==> config.mk <==
export PLATFORM = sky130hd
export DESIGN_NAME = aidan_mcnay_prime_ctrl_flat
export DESIGN_NICKNAME = d
export VERILOG_FILES = /design/src/rtl/aidan_mcnay_prime_defs.sv /design/src/rtl/aidan_mcnay_prime_ctrl_if.sv /design/src/rtl/aidan_mcnay_divisor_gen.sv /design/src/rtl/aidan_mcnay_prime_ctrl.sv /design/src/flat_wrapper.sv
export SDC_FILE = /design/constraint.sdc
export NUM_CORES = 1
export LEC_CHECK = 0
export CAP_MARGIN = 20
export CORE_MARGIN = 8
export CORE_UTILIZATION = 40
export DETAILED_ROUTE_END_ITERATION = 10
export PLACE_DENSITY_LB_ADDON = 0.08
export SYNTH_ARGS = -nofsm -noshare
export SYNTH_HDL_FRONTEND = slang
export SYNTH_SLANG_ARGS = --single-unit
==> constraint.sdc <==
create_clock -name clk -period 7.5 [get_ports clk]
set_input_delay 1.125 -clock clk [delete_from_list [all_inputs] [get_ports clk]]
set_output_delay 1.125 -clock clk [all_outputs]
set_load 0.005 [all_outputs]
==> src/rtl/aidan_mcnay_prime_defs.sv <==
// aidan_mcnay_prime_defs: shared state encodings and default width for the prime controller
package aidan_mcnay_prime_defs;
   localparam int NBITS = 16;
   localparam logic [2:0] ST_IDLE  = 3'd0;
   localparam logic [2:0] ST_CHECK = 3'd1;
   localparam logic [2:0] ST_ISSUE = 3'd2;
   localparam logic [2:0] ST_WAIT  = 3'd3;
   localparam logic [2:0] ST_DONE  = 3'd4;
endpackage

==> src/rtl/aidan_mcnay_prime_ctrl_if.sv <==
// aidan_mcnay_prime_ctrl_if: request/response and divider streams of the prime controller
interface aidan_mcnay_prime_ctrl_if
   import aidan_mcnay_prime_defs::*;
#(parameter int nbits = NBITS) ();
   logic [nbits-1:0] req_num;
   logic             req_val;
   logic             req_rdy;
   logic             resp_is_prime;
   logic [nbits-1:0] resp_factor;
   logic             resp_val;
   logic             resp_rdy;
   logic [nbits-1:0] div_opa;
   logic [nbits-1:0] div_opb;
   logic             div_istream_val;
   logic             div_istream_rdy;
   logic [nbits-1:0] div_result;
   logic             div_ostream_val;
   logic             div_ostream_rdy;
   modport slave (
      input  req_num, req_val, resp_rdy, div_istream_rdy, div_result, div_ostream_val,
      output req_rdy, resp_is_prime, resp_factor, resp_val, div_opa, div_opb,
             div_istream_val, div_ostream_rdy
   );
   modport master (
      output req_num, req_val, resp_rdy, div_istream_rdy, div_result, div_ostream_val,
      input  req_rdy, resp_is_prime, resp_factor, resp_val, div_opa, div_opb,
             div_istream_val, div_ostream_rdy
   );
endinterface

==> src/rtl/aidan_mcnay_divisor_gen.sv <==
// aidan_mcnay_divisor_gen: trial divisor sequence 2,3,5,7,... with an incrementally tracked square
module aidan_mcnay_divisor_gen
   import aidan_mcnay_prime_defs::*;
#(parameter int nbits = NBITS) (
   input  logic             clk,
   input  logic             reset_n,
   input  logic             load,
   input  logic             step,
   input  logic [nbits-1:0] n,
   output logic [nbits-1:0] d,
   output logic             sq_gt
);
   logic [2*nbits-1:0] sq, sq_next;
   logic [nbits-1:0]   d_next;
   logic               d_is_two;
   assign d_is_two = d == nbits'(2);
   assign d_next   = d_is_two ? nbits'(3) : d + nbits'(2);
   // (d+2)^2 - d^2 = 4d+4; the 2->3 step adds 5
   assign sq_next  = sq + (d_is_two ? (2*nbits)'(5) : ((2*nbits)'(d) << 2) + (2*nbits)'(4));
   assign sq_gt    = sq_next > (2*nbits)'(n);
   always_ff @(posedge clk or negedge reset_n) begin
      if (!reset_n) begin
         d  <= nbits'(2);
         sq <= (2*nbits)'(4);
      end else if (load) begin
         d  <= nbits'(2);
         sq <= (2*nbits)'(4);
      end else if (step) begin
         d  <= d_next;
         sq <= sq_next;
      end
   end
endmodule

==> src/rtl/aidan_mcnay_prime_ctrl.sv <==
// aidan_mcnay_prime_ctrl: trial-division primality scheduler driving an external remainder divider
module aidan_mcnay_prime_ctrl
   import aidan_mcnay_prime_defs::*;
#(parameter int nbits = NBITS) (
   input  logic                    clk,
   input  logic                    reset_n,
   aidan_mcnay_prime_ctrl_if.slave io
);
   logic [2:0]       state, state_next;
   logic [nbits-1:0] n_reg, factor, d;
   logic             is_prime, sq_gt, got_res, rem_zero, load, step;
   assign got_res  = state == ST_WAIT && io.div_ostream_val;
   assign rem_zero = io.div_result == '0;
   assign load     = state == ST_IDLE && io.req_val;
   assign step     = got_res && !rem_zero && !sq_gt;
   aidan_mcnay_divisor_gen #(.nbits(nbits)) u_gen (
      .clk(clk), .reset_n(reset_n), .load(load), .step(step),
      .n(n_reg), .d(d), .sq_gt(sq_gt)
   );
   always_ff @(posedge clk or negedge reset_n) begin
      if (!reset_n) state <= ST_IDLE;
      else state <= state_next;
   end
   always_comb begin
      state_next = state;
      case (state)
         ST_IDLE:  state_next = io.req_val ? ST_CHECK : ST_IDLE;
         ST_CHECK: state_next = n_reg < nbits'(4) ? ST_DONE : ST_ISSUE;
         ST_ISSUE: state_next = io.div_istream_rdy ? ST_WAIT : ST_ISSUE;
         ST_WAIT:  state_next = !got_res ? ST_WAIT : (rem_zero || sq_gt) ? ST_DONE : ST_ISSUE;
         ST_DONE:  state_next = io.resp_rdy ? ST_IDLE : ST_DONE;
         default:  state_next = ST_IDLE;
      endcase
   end
   always_comb begin
      io.req_rdy         = state == ST_IDLE;
      io.resp_val        = state == ST_DONE;
      io.resp_is_prime   = is_prime;
      io.resp_factor     = factor;
      io.div_istream_val = state == ST_ISSUE;
      io.div_ostream_rdy = state == ST_IDLE || state == ST_WAIT;
      io.div_opa         = n_reg;
      io.div_opb         = d;
   end
   // verdict registers stay untouched through DONE so the response is stable
   always_ff @(posedge clk or negedge reset_n) begin
      if (!reset_n) begin
         n_reg    <= '0;
         is_prime <= 1'b0;
         factor   <= '0;
      end else if (load) begin
         n_reg    <= io.req_num;
         is_prime <= 1'b0;
         factor   <= '0;
      end else if (state == ST_CHECK) begin
         is_prime <= n_reg == nbits'(2) || n_reg == nbits'(3);
      end else if (got_res) begin
         if (rem_zero) factor <= d;
         else if (sq_gt) is_prime <= 1'b1;
      end
   end
endmodule
==> src/flat_wrapper.sv <==
// flat-port wrapper written by rule: the top's interface ports become plain ports
module aidan_mcnay_prime_ctrl_flat import aidan_mcnay_prime_defs::*;
#(parameter int nbits = NBITS)
  (clk, reset_n, io_req_num, io_req_val, io_resp_rdy, io_div_istream_rdy, io_div_result, io_div_ostream_val, io_req_rdy, io_resp_is_prime, io_resp_factor, io_resp_val, io_div_opa, io_div_opb, io_div_istream_val, io_div_ostream_rdy);
  aidan_mcnay_prime_ctrl_if #(.nbits(nbits)) io_i ();
  input  logic clk;
  input  logic reset_n;
  input wire logic [$bits(io_i.req_num)-1:0] io_req_num;
  input wire logic [$bits(io_i.req_val)-1:0] io_req_val;
  input wire logic [$bits(io_i.resp_rdy)-1:0] io_resp_rdy;
  input wire logic [$bits(io_i.div_istream_rdy)-1:0] io_div_istream_rdy;
  input wire logic [$bits(io_i.div_result)-1:0] io_div_result;
  input wire logic [$bits(io_i.div_ostream_val)-1:0] io_div_ostream_val;
  output wire logic [$bits(io_i.req_rdy)-1:0] io_req_rdy;
  output wire logic [$bits(io_i.resp_is_prime)-1:0] io_resp_is_prime;
  output wire logic [$bits(io_i.resp_factor)-1:0] io_resp_factor;
  output wire logic [$bits(io_i.resp_val)-1:0] io_resp_val;
  output wire logic [$bits(io_i.div_opa)-1:0] io_div_opa;
  output wire logic [$bits(io_i.div_opb)-1:0] io_div_opb;
  output wire logic [$bits(io_i.div_istream_val)-1:0] io_div_istream_val;
  output wire logic [$bits(io_i.div_ostream_rdy)-1:0] io_div_ostream_rdy;
  assign io_i.req_num = io_req_num;
  assign io_i.req_val = io_req_val;
  assign io_i.resp_rdy = io_resp_rdy;
  assign io_i.div_istream_rdy = io_div_istream_rdy;
  assign io_i.div_result = io_div_result;
  assign io_i.div_ostream_val = io_div_ostream_val;
  assign io_req_rdy = io_i.req_rdy;
  assign io_resp_is_prime = io_i.resp_is_prime;
  assign io_resp_factor = io_i.resp_factor;
  assign io_resp_val = io_i.resp_val;
  assign io_div_opa = io_i.div_opa;
  assign io_div_opb = io_i.div_opb;
  assign io_div_istream_val = io_i.div_istream_val;
  assign io_div_ostream_rdy = io_i.div_ostream_rdy;
  aidan_mcnay_prime_ctrl #(.nbits(nbits)) u_core (.clk(clk), .reset_n(reset_n), .io(io_i));
endmodule
==> impl_metrics.py, run 1 <==
metrics = {
    "worst_setup_path": {
        "rr_worst_depth": 24,
        "worst_setup_path_end_kind": "flop",
        "cpLargestDelayFamily": "compound AO/OA/AOI/OAI gates",
        "start_kind": "flop",
        "worstReg2RegStart": "u_core.u_gen.d[0]$_DFFE_PN0P_",
        "r2r_end": "u_core.u_gen.d[4]$_DFFE_PN0P_",
        "crit_type": "reg2reg",
        "crit_fanout": 21,
        "path_cells": "inv_1 -> ha_1 -> nor4b_1 -> and4_1 -> inv_1 -> nand2_1 -> ha_1 -> a21oi_1 -> nor2_1 -> o21a_1 -> or3_1 -> a21oi_1 -> xnor2_1 -> ha_1 -> nand4_1 -> a21oi_1 -> o31ai_1 -> o41ai_1 -> a2111oi_0 -> nand4_1 -> buf_4 -> or2_1 -> buf_4 -> o41ai_1",
        "cpMaxStageDelayCell": "dfrtp_1",
        "r2r_slack_ns": 1.19,
        "critPathBufInv": 4,
        "crit_path_start": "u_core.u_gen.d[0]$_DFFE_PN0P_",
        "required_ns": 7.73,
        "critPathMaxStageDelay_ns": 0.53,
        "cp.arrival_ns": 6.54,
    },
    "clock_network": {
        "cts_setup_buffers": 0,
        "cts_resized": 0,
        "cts-root-buf": "clkbuf_16",
        "cts-htree-levels": 3,
        "path_clk_slew_ns": 0.06,
        "holdBufCountCts": 0,
        "cts.sinks": 84,
        "clock_latency_ns": 0.35,
        "cts_buffers": 9,
        "cts_buffer_depth": 2,
        "cts_tree": "built",
    },
    "sta": {
        "hold_violations": 0,
        "max-slew-margin-rel": 0.297,
        "period_minus_slack_ns": 6.31,
        "finalSetupTns_ns": 0,
        "tightest_slew_ns": 1.05,
        "setup_violations": 0,
        "fmax_ghz": 0.158,
        "drv_slew": 0,
        "rsz0062_at_grt": "false",
        "timing.final.crit_share": 0.841,
        "finalClockSkew_ns": 0.00715,
    },
    "pwr": {
        "clkPwrFrac": 0.189,
        "ir_drop_v": 0.000218,
        "power.switching_mw": 0.970,
        "power_mw": 2.37,
        "pwr-share-comb": 0.528,
        "internal_power_mw": 1.40,
        "total_leakage_power_nw": 3.24,
        "swShare": 0.409,
        "seqPwrFrac": 0.283,
        "p_per_area_mw_per_mm2": 324,
    },
    "synth": {
        "synth_seq_cells": 84,
        "ys_types": 72,
        "synth_top_area_cell": "dfrtp_1",
        "yosys.area.top_type_share": 0.338,
        "yosysWarningCount": 0,
        "syn_nets": 772,
        "synth_area_leaders": "dfrtp_1 34%, ha_1 7.8%, mux2_2 5.2%",
        "synth_edf_count": 0,
        "synthesis.area_mm2": 0.00607,
        "synthCells": 696,
        "ys_seq_area_frac": 0.347,
        "synth_ff_type": "dfrtp_1",
        "synthArstFlopShare": 1.00,
        "synth_area_per_cell_um2": 8.72,
    },
    "min_path": {
        "hp-start": "u_core.u_gen.sq[2]$_DFFE_PN1P_",
        "min_path_cells": 2,
        "hold_path_end": "u_core.u_gen.sq[2]$_DFFE_PN1P_",
        "hp-class": "reg2reg",
    },
    "flow_run": {
        "drv_cap": 0,
    },
    "global_route": {
        "grt_pass1_vias": 5325,
        "grt_max_degree": 65,
        "grt_pass1_wl_mm": 27.7,
        "antenna_found_initial": 0,
        "grt.busiest_layer": "met2",
        "met2_usage": 0.289,
        "grt_use_met1": 0.223,
        "grt_overflow": 0,
        "use_met3": 0.0403,
        "grt_use_total": 0.175,
    },
    "finish": {
        "final_cell_mix": "89 x clkdlybuf4s50_1, 82 x dfrtp_1, 77 x nand2_1",
        "drive_above_1_share": 0.0991,
        "num_antenna_cells": 0,
        "synthToLayoutAreaGrowth_pct": 20.5,
        "fill_cells": 1497,
        "final_common_cell": "clkdlybuf4s50_1",
        "fin_nets": 828,
    },
    "routing": {
        "drt.antenna.violating_nets": 0,
        "vias": 5298,
        "wl_per_cell_um": 17.9,
        "routed_wl_mm": 16.9,
        "via_per_inst": 5.61,
        "drt_iter0_drc": 328,
        "drtPass1Iterations": 4,
        "drc_errors": 0,
    },
    "placement": {
        "place.gp.congestion": 0.882,
        "io_buffers": 90,
        "dp_hpwl_mm": 12.7,
    },
    "outcome": {
        "status": "finished, final reports clean",
    },
    "floorplanning": {
        "start_util": 0.404,
        "ios": 91,
        "core_mm2": 0.0150,
        "num_rows": 45,
        "die_w_um": 139,
        "die_h_um": 139,
        "dieArea_mm2": 0.0194,
    },
}
[cell usage after synthesis (all sizes together) (6+ instances only)]
cell type and n:
dfrtp 82, or2 8, mux2i 6, a21oi 28
or3 6, a211oi 7, inv 34, xor2 14
a21o 11, mux2 28, xnor2 16, nor2 41
nand2 77, o21ai 36, o41ai 8, nand2b 7
o311ai 8, and3 26, a31oi 6, o211ai 7
nand4 18, and2 15, clkbuf 38, nor4 13
ha 38, nor3 19, nand3 27, buf 13
[logic make-up after synthesis]
kind of cell,share of synthesized area
compound gates,0.181
xor+xnor,0.0433
fa+ha+maj,0.0784
buf+inv,0.0594
flops,0.347
mux,0.0619
simple gates,0.229
[worst min-delay path: cells and delay by family (launching register included)]
kind,cells,cell delay (ns)
buffers and inverters,1,0.04
DFF,1,0.37
AOI/OAI and AO/OA,1,0.07
[layout make-up]
| class | instances | area, um^2 | area share |
|---|---|---|---|
| tap | 188 | 235 | 0.0322 |
| clock inverter | 6 | 63.8 | 0.00873 |
| timing repair buffer | 96 | 943 | 0.129 |
| sequential | 84 | 2100 | 0.288 |
| multi-input combinational | 527 | 3610 | 0.493 |
| inverter | 34 | 128 | 0.0175 |
| clock buffer | 10 | 229 | 0.0313 |
[per-stage QoR]
stage	instance area [um^2]	hold WS (ns)	utilization	setup slack [ns]	cells
floorplan	6070	0.457	-	2.08	696
global placement	7020	0.473	0.467	1.36	929
detailed placement	7020	0.486	0.467	1.24	929
CTS	7310	0.496	0.486	1.15	945
global route	7310	0.521	0.486	0.679	945
finish	7310	0.493	0.486	1.19	945
[how the worst max path moves through the flow]
stage	endpoint	slack, ns	cells past startpoint
5_1_grt	u_core.u_gen.d[4]$_DFFE_PN0P_	0.68	24
3_5_place_dp	u_core.u_gen.d[4]$_DFFE_PN0P_	1.24	23
2_1_floorplan	u_core.u_gen.d[12]$_DFFE_PN0P_	2.08	28
3_3_place_gp	u_core.u_gen.d[8]$_DFFE_PN0P_	1.36	24
4_1_cts	u_core.u_gen.d[4]$_DFFE_PN0P_	1.15	23
6_report	u_core.u_gen.d[4]$_DFFE_PN0P_	1.19	24
[sequential cells by signal (all words and copies together) (netlist names)]
name and flops:
u_core.state 3, u_core.u_gen.sq 32, u_core.io.resp_is_prime 1, u_core.io.resp_factor 16
u_core.u_gen.d 16, u_core.io.div_opa 16
[routing by layer]
layer	part of all wire	wire length [um]	vias to the layer above
met4	0.014	230	0
met2	0.48	8150	101
li1	-	-	2622
met5	0	0	-
met1	0.46	7840	2559
met3	0.039	658	16
[power by group through the flow]
stage	clock network, mW	logic (mW)	registers [mW]
floorplan	0	0.898	0.629
global placement	0	1.23	0.672
detailed placement	0	1.25	0.678
CTS	0.466	1.26	0.671
global route	0.480	1.40	0.689
finish	0.447	1.25	0.670
Note: power is estimated with default switching activity, not from simulation.
==> run 2, diff against run 1 <==
- clock period: 7.5 -> 6.2 ns (I/O delays scaled with it)
==> impl_metrics.py, run 2 (synthesized netlist as in run 1, its figures left out) <==
metrics = {
    "worst_setup_path": {
        "path_cells": "ha_1 -> and3_1 -> and3_1 -> nand4_1 -> xnor2_1 -> ha_1 -> a21oi_1 -> nand2_1 -> a221oi_2 -> nand2_1 -> xor2_1 -> ha_1 -> nand4_1 -> a21oi_1 -> o31ai_1 -> o41ai_1 -> a2111oi_1 -> nand4_1 -> or2_1 -> buf_6 -> a311o_1",
        "worstReg2RegStart": "u_core.u_gen.d[1]$_DFFE_PN1P_",
        "crit_fanout": 47,
        "critPathBufInv": 1,
        "cp.arrival_ns": 5.98,
        "worst_setup_path_end_kind": "flop",
        "crit_type": "reg2reg",
        "cpLargestDelayFamily": "compound AO/OA/AOI/OAI gates",
        "crit_path_start": "u_core.u_gen.d[1]$_DFFE_PN1P_",
        "r2r_slack_ns": 0.45,
        "crit_end": "u_core.u_gen.d[14]$_DFFE_PN0P_",
        "crit_cells": 21,
        "start_kind": "flop",
        "r2r_end": "u_core.u_gen.d[14]$_DFFE_PN0P_",
        "critPathMaxStageDelay_ns": 0.59,
        "cpMaxStageDelayCell": "dfstp_2",
        "rr_worst_depth": 21,
        "required_ns": 6.43,
    },
    "pwr": {
        "seqPwrFrac": 0.271,
        "clkPwrFrac": 0.204,
        "swShare": 0.401,
        "internal_power_mw": 1.76,
        "ir_drop_v": 0.000260,
        "p_per_area_mw_per_mm2": 396,
        "total_leakage_power_nw": 3.29,
        "power.switching_mw": 1.18,
        "power_mw": 2.94,
        "pwr-share-comb": 0.525,
    },
    "finish": {
        "fill_cells": 1436,
        "design_area_mm2": 0.00740,
        "fin_cells": 950,
        "final_common_cell": "clkdlybuf4s50_1",
        "num_antenna_cells": 0,
        "drive_above_1_share": 0.109,
        "largest_register": "u_core.u_gen.sq",
        "fin_nets": 833,
        "final_cell_mix": "89 x clkdlybuf4s50_1, 82 x dfrtp_1, 77 x nand2_1",
        "largest_register_ff_count": 32,
        "synthToLayoutAreaGrowth_pct": 22.0,
    },
    "sta": {
        "hold_violations": 0,
        "fmax_ghz": 0.174,
        "period_minus_slack_ns": 5.75,
        "finalSetupTns_ns": 0,
        "drv_slew": 0,
        "rsz0062_at_grt": "false",
        "finalClockSkew_ns": 0.00796,
        "setup_violations": 0,
        "timing.final.crit_share": 0.927,
        "worst_slack_ns": 0.451,
        "tightest_slew_ns": 0.763,
        "max-slew-margin-rel": 0.491,
    },
    "routing": {
        "drc_errors": 0,
        "via_per_inst": 5.61,
        "routed_wl_mm": 17.0,
        "drt_iter0_drc": 399,
        "drt.antenna.violating_nets": 0,
        "vias": 5333,
        "drtPass1Iterations": 5,
        "wl_per_cell_um": 17.8,
    },
    "clock_network": {
        "cts_setup_buffers": 0,
        "cts.sinks": 84,
        "cts-root-buf": "clkbuf_16",
        "cts_tree": "built",
        "clock_latency_ns": 0.35,
        "cts_buffers": 9,
        "cts-htree-levels": 3,
        "path_clk_slew_ns": 0.06,
        "cts_buffer_depth": 2,
    },
    "global_route": {
        "grt_use_total": 0.175,
        "grt_max_degree": 65,
        "grt_pass1_wl_mm": 27.9,
        "antenna_found_initial": 0,
        "grt_pass1_vias": 5367,
        "grt_overflow": 0,
    },
    "floorplanning": {
        "die_h_um": 139,
        "dieArea_mm2": 0.0194,
        "core_mm2": 0.0150,
        "num_rows": 45,
        "ios": 91,
        "die_w_um": 139,
        "start_util": 0.404,
    },
    "min_path": {
        "hp-class": "in2async",
    },
    "placement": {
        "pre_cts_slack_ns": 0.256,
        "placed_cell_area_mm2": 0.00705,
        "dpl.cell_count": 933,
        "place.gp.congestion": 0.908,
        "dp_hpwl_mm": 12.6,
        "io_buffers": 90,
    },
    "outcome": {
        "status": "finished, final reports clean",
    },
    "flow_run": {
        "drv_cap": 0,
    },
}
[run 2: worst min path at each step]
stage / slack [ns] / cells after the start / endpoint
after global placement: 0.47 / 2 / u_core.u_gen.sq[2]$_DFFE_PN1P_
after floorplan: 0.46 / 2 / u_core.u_gen.sq[2]$_DFFE_PN1P_
after global routing: 0.51 / 1 / u_core.io.div_opa[2]$_DFFE_PN0P_
final: 0.49 / 1 / u_core.io.div_opa[2]$_DFFE_PN0P_
after detailed placement: 0.49 / 2 / u_core.u_gen.sq[2]$_DFFE_PN1P_
after CTS: 0.49 / 1 / u_core.io.div_opa[5]$_DFFE_PN0P_
[run 2: timing repair]
action	CTS	global route
endpoints found under the setup margin	0	48
resized for setup	0	6
hold buffers	0	0
[run 2: power groups by stage]
stage	clock, mW	combinational (mW)	sequential (mW)
6_report	0.600	1.54	0.795
5_1_grt	0.632	1.73	0.816
4_1_cts	0.612	1.56	0.796
3_5_place_dp	0	1.53	0.805
3_3_place_gp	0	1.50	0.800
2_1_floorplan	0	1.09	0.760
[run 2: metrics by stage]
stage / hold slack, ns / util
finish: 0.487 / 0.493
CTS: 0.494 / 0.491
global route: 0.510 / 0.493
global placement: 0.473 / 0.469
floorplan: 0.457 / -
detailed placement: 0.485 / 0.469
[run 2: area by class of cell]
| cell class | count | area (um^2) | area share |
|---|---|---|---|
| Timing Repair Buffer | 101 | 992 | 0.134 |
| Tap cell | 188 | 235 | 0.0318 |
| Clock buffer | 11 | 243 | 0.0328 |
| Inverter | 34 | 128 | 0.0172 |
| Clock inverter | 5 | 85.1 | 0.0115 |
| Multi-Input combinational cell | 527 | 3620 | 0.489 |
| Sequential cell | 84 | 2100 | 0.284 |
[run 2: per-layer routing]
layer,vias to the layer above,track usage,part of all wire
li1,2644,-,-
met1,2567,0.227,0.47
met2,104,0.288,0.48
met3,18,0.0365,0.034
met4,0,0.0531,0.016
met5,-,0,0
==> run 3, diff against run 2 <==
- REMOVE_ABC_BUFFERS: not set -> 1
==> impl_metrics.py, run 3 (synthesized netlist as in run 1, its figures left out) <==
metrics = {
    "finish": {
        "fill_cells": 1463,
        "fin_cells": 952,
        "final_common_cell": "clkdlybuf4s50_1",
        "largest_register": "u_core.u_gen.sq",
        "drive_above_1_share": 0.109,
        "largest_register_ff_count": 32,
        "num_antenna_cells": 0,
        "fin_nets": 835,
        "synthToLayoutAreaGrowth_pct": 21.7,
        "final_cell_mix": "89 x clkdlybuf4s50_1, 82 x dfrtp_1, 77 x nand2_1",
    },
    "floorplanning": {
        "ios": 91,
        "start_util": 0.404,
        "dieArea_mm2": 0.0194,
        "die_w_um": 139,
        "core_mm2": 0.0150,
        "num_rows": 45,
        "die_h_um": 139,
    },
    "clock_network": {
        "cts-htree-levels": 3,
        "cts_buffer_depth": 2,
        "clock_latency_ns": 0.36,
        "cts_setup_buffers": 0,
        "cts-root-buf": "clkbuf_16",
        "path_clk_slew_ns": 0.07,
        "holdBufCountCts": 0,
        "cts_buffers": 9,
        "cts.sinks": 84,
        "cts_resized": 0,
        "cts_tree": "built",
    },
    "pwr": {
        "power_mw": 2.91,
        "p_per_area_mw_per_mm2": 394,
        "ir_drop_v": 0.000252,
        "total_leakage_power_nw": 3.29,
    },
    "routing": {
        "vias": 5467,
        "routed_wl_mm": 17.7,
        "drtPass1Iterations": 5,
        "drt_iter0_drc": 322,
        "wl_per_cell_um": 18.6,
        "via_per_inst": 5.74,
        "drt.antenna.violating_nets": 0,
        "drc_errors": 0,
    },
    "global_route": {
        "grt_max_degree": 65,
        "grt_use_total": 0.181,
        "antenna_found_initial": 0,
        "grt_pass1_wl_mm": 28.5,
        "grt_pass1_vias": 5501,
        "grt_overflow": 0,
    },
    "worst_setup_path": {
        "required_ns": 6.43,
        "path_cells": "buf_4 -> inv_1 -> ha_1 -> nor4b_1 -> and4_1 -> inv_1 -> nand2_1 -> ha_1 -> a21oi_1 -> nor2_1 -> o21a_1 -> or3_1 -> a21oi_1 -> xnor2_1 -> ha_1 -> nand4_1 -> a21oi_1 -> o31ai_1 -> o41ai_1 -> a2111oi_0 -> nand4_1 -> or2_1 -> buf_4 -> o41ai_1",
        "critPathMaxStageDelay_ns": 0.41,
        "crit_fanout": 23,
        "cpMaxStageDelayCell": "o41ai_1",
        "cp.arrival_ns": 6.01,
        "worst_setup_path_end_kind": "flop",
        "start_kind": "flop",
        "crit_type": "reg2reg",
        "critPathBufInv": 4,
        "cpLargestDelayFamily": "compound AO/OA/AOI/OAI gates",
    },
    "outcome": {
        "status": "finished, final reports clean",
    },
    "placement": {
        "dpl.cell_count": 935,
        "dp_hpwl_mm": 13.1,
        "place.gp.congestion": 0.861,
        "io_buffers": 90,
    },
    "sta": {
        "finalSetupTns_ns": 0,
        "rsz0062_at_grt": "false",
        "finalClockSkew_ns": 0.0119,
        "max-slew-margin-rel": 0.562,
        "period_minus_slack_ns": 5.79,
        "setup_violations": 0,
        "timing.final.crit_share": 0.933,
        "drv_slew": 0,
        "tightest_slew_ns": 0.658,
        "fmax_ghz": 0.173,
        "hold_violations": 0,
    },
    "min_path": {
        "hp-class": "reg2reg",
    },
    "flow_run": {
        "drv_cap": 0,
    },
}
## run 3: metrics by stage
stage / utilization / area, um^2 / setup slack [ns] / hold slack, ns
2_1_floorplan: - / 5840 / 0.0660 / 0.457
3_3_place_gp: 0.470 / 7060 / 0.563 / 0.472
3_5_place_dp: 0.470 / 7060 / 0.523 / 0.483
4_1_cts: 0.490 / 7370 / 0.482 / 0.494
5_1_grt: 0.491 / 7380 / 0.0660 / 0.506
6_report: 0.491 / 7380 / 0.414 / 0.487
## run 3: routing by layer
metal	wire length, um	part of all wire	up-vias	global-route usage
met2	8480	0.48	139	0.297
li1	-	-	2650	-
met5	0	0	-	0
met3	825	0.047	24	0.0403
met4	369	0.021	0	0.0722
met1	8030	0.45	2654	0.226
## run 3: layout make-up
| cell class | count | area, um^2 | area share |
|---|---|---|---|
| repair buffers | 103 | 1000 | 0.136 |
| flip-flops and latches | 84 | 2100 | 0.285 |
| well taps | 188 | 235 | 0.0319 |
| inverters | 34 | 128 | 0.0173 |
| clock inverters | 7 | 81.3 | 0.0110 |
| clock buffers | 9 | 225 | 0.0305 |
| multi-input cells | 527 | 3610 | 0.488 |
## run 3: path summary, 6_finish.rpt
path | startpoint | end | slack, ns | depth (start not counted)
worst max-delay path | u_core.u_gen.d[0]$_DFFE_PN0P_ | u_core.u_gen.d[8]$_DFFE_PN0P_ | 0.41 | 24
worst max register to register | u_core.u_gen.d[0]$_DFFE_PN0P_ | u_core.u_gen.d[8]$_DFFE_PN0P_ | 0.41 | 24
min in group asynchronous | reset_n | u_core.u_gen.sq[26]$_DFFE_PN0P_ | 0.54 | 1
max in group asynchronous | reset_n | u_core.io.resp_factor[3]$_DFFE_PN0P_ | 4.63 | 2
worst min register to register | u_core.u_gen.sq[2]$_DFFE_PN1P_ | u_core.u_gen.sq[2]$_DFFE_PN1P_ | 0.49 | 2
worst min-delay path | u_core.u_gen.sq[2]$_DFFE_PN1P_ | u_core.u_gen.sq[2]$_DFFE_PN1P_ | 0.49 | 2
## run 3: worst register-to-register path: stages (launching register included)
cell and delay (ns):
dfrtp_1 0.38, buf_4 0.19, inv_1 0.07, ha_1 0.14, nor4b_1 0.20, and4_1 0.38
inv_1 0.12, nand2_1 0.08, ha_1 0.27, a21oi_1 0.22, nor2_1 0.11, o21a_1 0.26
or3_1 0.36, a21oi_1 0.28, xnor2_1 0.22, ha_1 0.28, nand4_1 0.14, a21oi_1 0.06
o31ai_1 0.24, o41ai_1 0.12, a2111oi_0 0.38, nand4_1 0.21, or2_1 0.28, buf_4 0.24
o41ai_1 0.42
## run 3: report_power, final
group / internal (mW) / leakage [nW] / switching, mW
Combinational: 0.721 / 2.03 / 0.819
Clock: 0.319 / 0.152 / 0.250
Sequential: 0.666 / 1.11 / 0.133
==> variant: new RTL, flow settings as in run 1 <==
Set the package constant `NBITS` to 32 (it was 16).
--- a/src/rtl/aidan_mcnay_prime_defs.sv
+++ b/src/rtl/aidan_mcnay_prime_defs.sv
@@ -2,3 +2,3 @@
 package aidan_mcnay_prime_defs;
-   localparam int NBITS = 16;
+   localparam int NBITS = 32;
    localparam logic [2:0] ST_IDLE  = 3'd0;
Ports: changed (5 resized); port bits go from 91 to 171. The function was not compared with the original's and may differ.
==> variant against run 1 <==
Global-route usage increased by 7.6 points; first-iteration DRC count rose to 3.1 times the old value; non-clock buffer count is 196 higher; design area up 110%; die area rose by 89%; sequential cell count rose by 80; worst setup slack got worse by 720 ps; count of clock-buffer cells in the layout is 12 higher; synthesized cell count up 120%; total power rose by 10%; routed wire length grew to 2.7 times the old value; combinational power decreased by 39%; area after synthesis grew 100%; sequential power up 43%; critical path type unchanged; largest power group is now sequential cells.
==> variant: results (changes against run 1) <==
| Metric | Value |
|---|---|
| Status | `finished clean (unchanged)` |
| Worst slew margin | `30.71% (was 29.74%)` |
| Drt total wl | `46.37 mm (was 16.88 mm)` |
| Synth top area cells | `dfrtp_1 (33%), ha_1 (7.1%), nand2_1 (6.1%) (was dfrtp_1 (34%), ha_1 (7.8%), mux2_2 (5.2%))` |
| Synth Register Bits | `164 (was 84)` |
| Fraction of layout instances using a drive strength above 1 | `13.28% (was 9.908%)` |
| Sw frac | `33.38% (was 40.93%)` |
| NonClk Buf Share | `16.97% (was 12.91%)` |
| Clock-cell share of area | `3.553% (was 4.005%)` |
| Mux contribution to synthesized area | `3.063% (was 6.186%)` |
| Later-pin clock latency in the skew report | `450 ps (was 350 ps)` |
| Max Fanout on Critical Path | `14 (was 21)` |
| Peak supply drop | `0.0001481 V (was 0.0002180 V)` |
| Antenna violations before repair | `1 (was 0)` |
| Leakage power | `0.006896 uW (was 0.003236 uW)` |
| Synthesized-area fraction occupied by adder cells | `7.123% (was 7.835%)` |
| Largest register FFs | `64 (was 32)` |
| GR Layer Usage met1 | `36.26% (was 22.35%)` |
| Fraction of area in multi-input gates | `48.81% (was 49.33%)` |
| Post-synth cell types | `82 (was 72)` |
| Synth Area in XOR/XNOR | `4.488% (was 4.330%)` |
| Clk pwr share | `34.0% (was 18.9%)` |
| Fillers | `2934 (was 1497)` |
| Clock Skews | `20.47 ps (was 7.150 ps)` |
| Multi-input gates | `1186 (was 527)` |
| Drt wl/cell | `21.86 um (was 17.86 um)` |
| Iter 0 DRT Violations | `1021 (was 328)` |
| Pre-CTS setup slack | `110.0 ps (was 1236 ps)` |
| Via density | `5.943 (was 5.606)` |
| Largest stage delay, worst path | `600 ps (was 530 ps)` |
| Post-layout util | `51.38% (was 48.62%)` |
| Syn_nets | `1648 (was 772)` |
| Placed cell area | `0.01498 sq mm (was 0.007017 sq mm)` |
| Port bufs | `170 (was 90)` |
| Met2 usage | `36.32% (was 28.95%)` |
| Vias in the first global route | `12.27k (was 5325)` |
| Clock transition at path regs | `80 ps (was 60 ps)` |
| GRT Total Usage | `25.16% (was 17.54%)` |
| Seq/Total Area, Yosys | `33.40% (was 34.68%)` |
| H-tree lvl count | `4 (was 3)` |
| Die area | `0.03661 sq mm (was 0.01937 sq mm)` |
| DP HPWL | `35.41 mm (was 12.70 mm)` |
| Seq area share | `26.27% (was 28.79%)` |
| CP max stage cell | `or4_4 (was dfrtp_1)` |
| Cells on worst reg2reg path | `32 (was 24)` |
| Complex-gate fraction of the synthesized area | `19.52% (was 18.08%)` |
| Met3 usage | `5.710% (was 4.028%)` |
| GPL Wtd Cong | `0.9719 (was 0.8816)` |
| Avg Cell Area, Syn | `8.154 sq um (was 8.719 sq um)` |
| Top delay family on crit path | `simple AND/OR/NAND/NOR gates (was compound AO/OA/AOI/OAI gates)` |
| NumNets Final | `1852 (was 828)` |
==> variant: layer usage <==
layer / vias to the layer above / share of wire (%) / wire length (um)
met2: 556 / 42 / 19410
met3: 76 / 8.7 / 4050
li1: 5910 / - / -
met4: 2 / 2.9 / 1326
met5: - / 0.019 / 9
met1: 6062 / 47 / 21570
==> variant: worst paths after layout <==
kind,start,endpoint,slack [ps]
max reg2reg,u_core.u_gen.d[1]$_DFFE_PN1P_,u_core.u_gen.d[31]$_DFFE_PN0P_,470
max in group asynchronous,reset_n,u_core.u_gen.d[1]$_DFFE_PN1P_,5350
min in group asynchronous,reset_n,u_core.io.div_opa[6]$_DFFE_PN0P_,750
min reg2reg,u_core.u_gen.sq[0]$_DFFE_PN0P_,u_core.u_gen.sq[0]$_DFFE_PN0P_,520
max,u_core.u_gen.d[1]$_DFFE_PN1P_,u_core.u_gen.d[31]$_DFFE_PN0P_,470
min,u_core.u_gen.sq[0]$_DFFE_PN0P_,u_core.u_gen.sq[0]$_DFFE_PN0P_,520
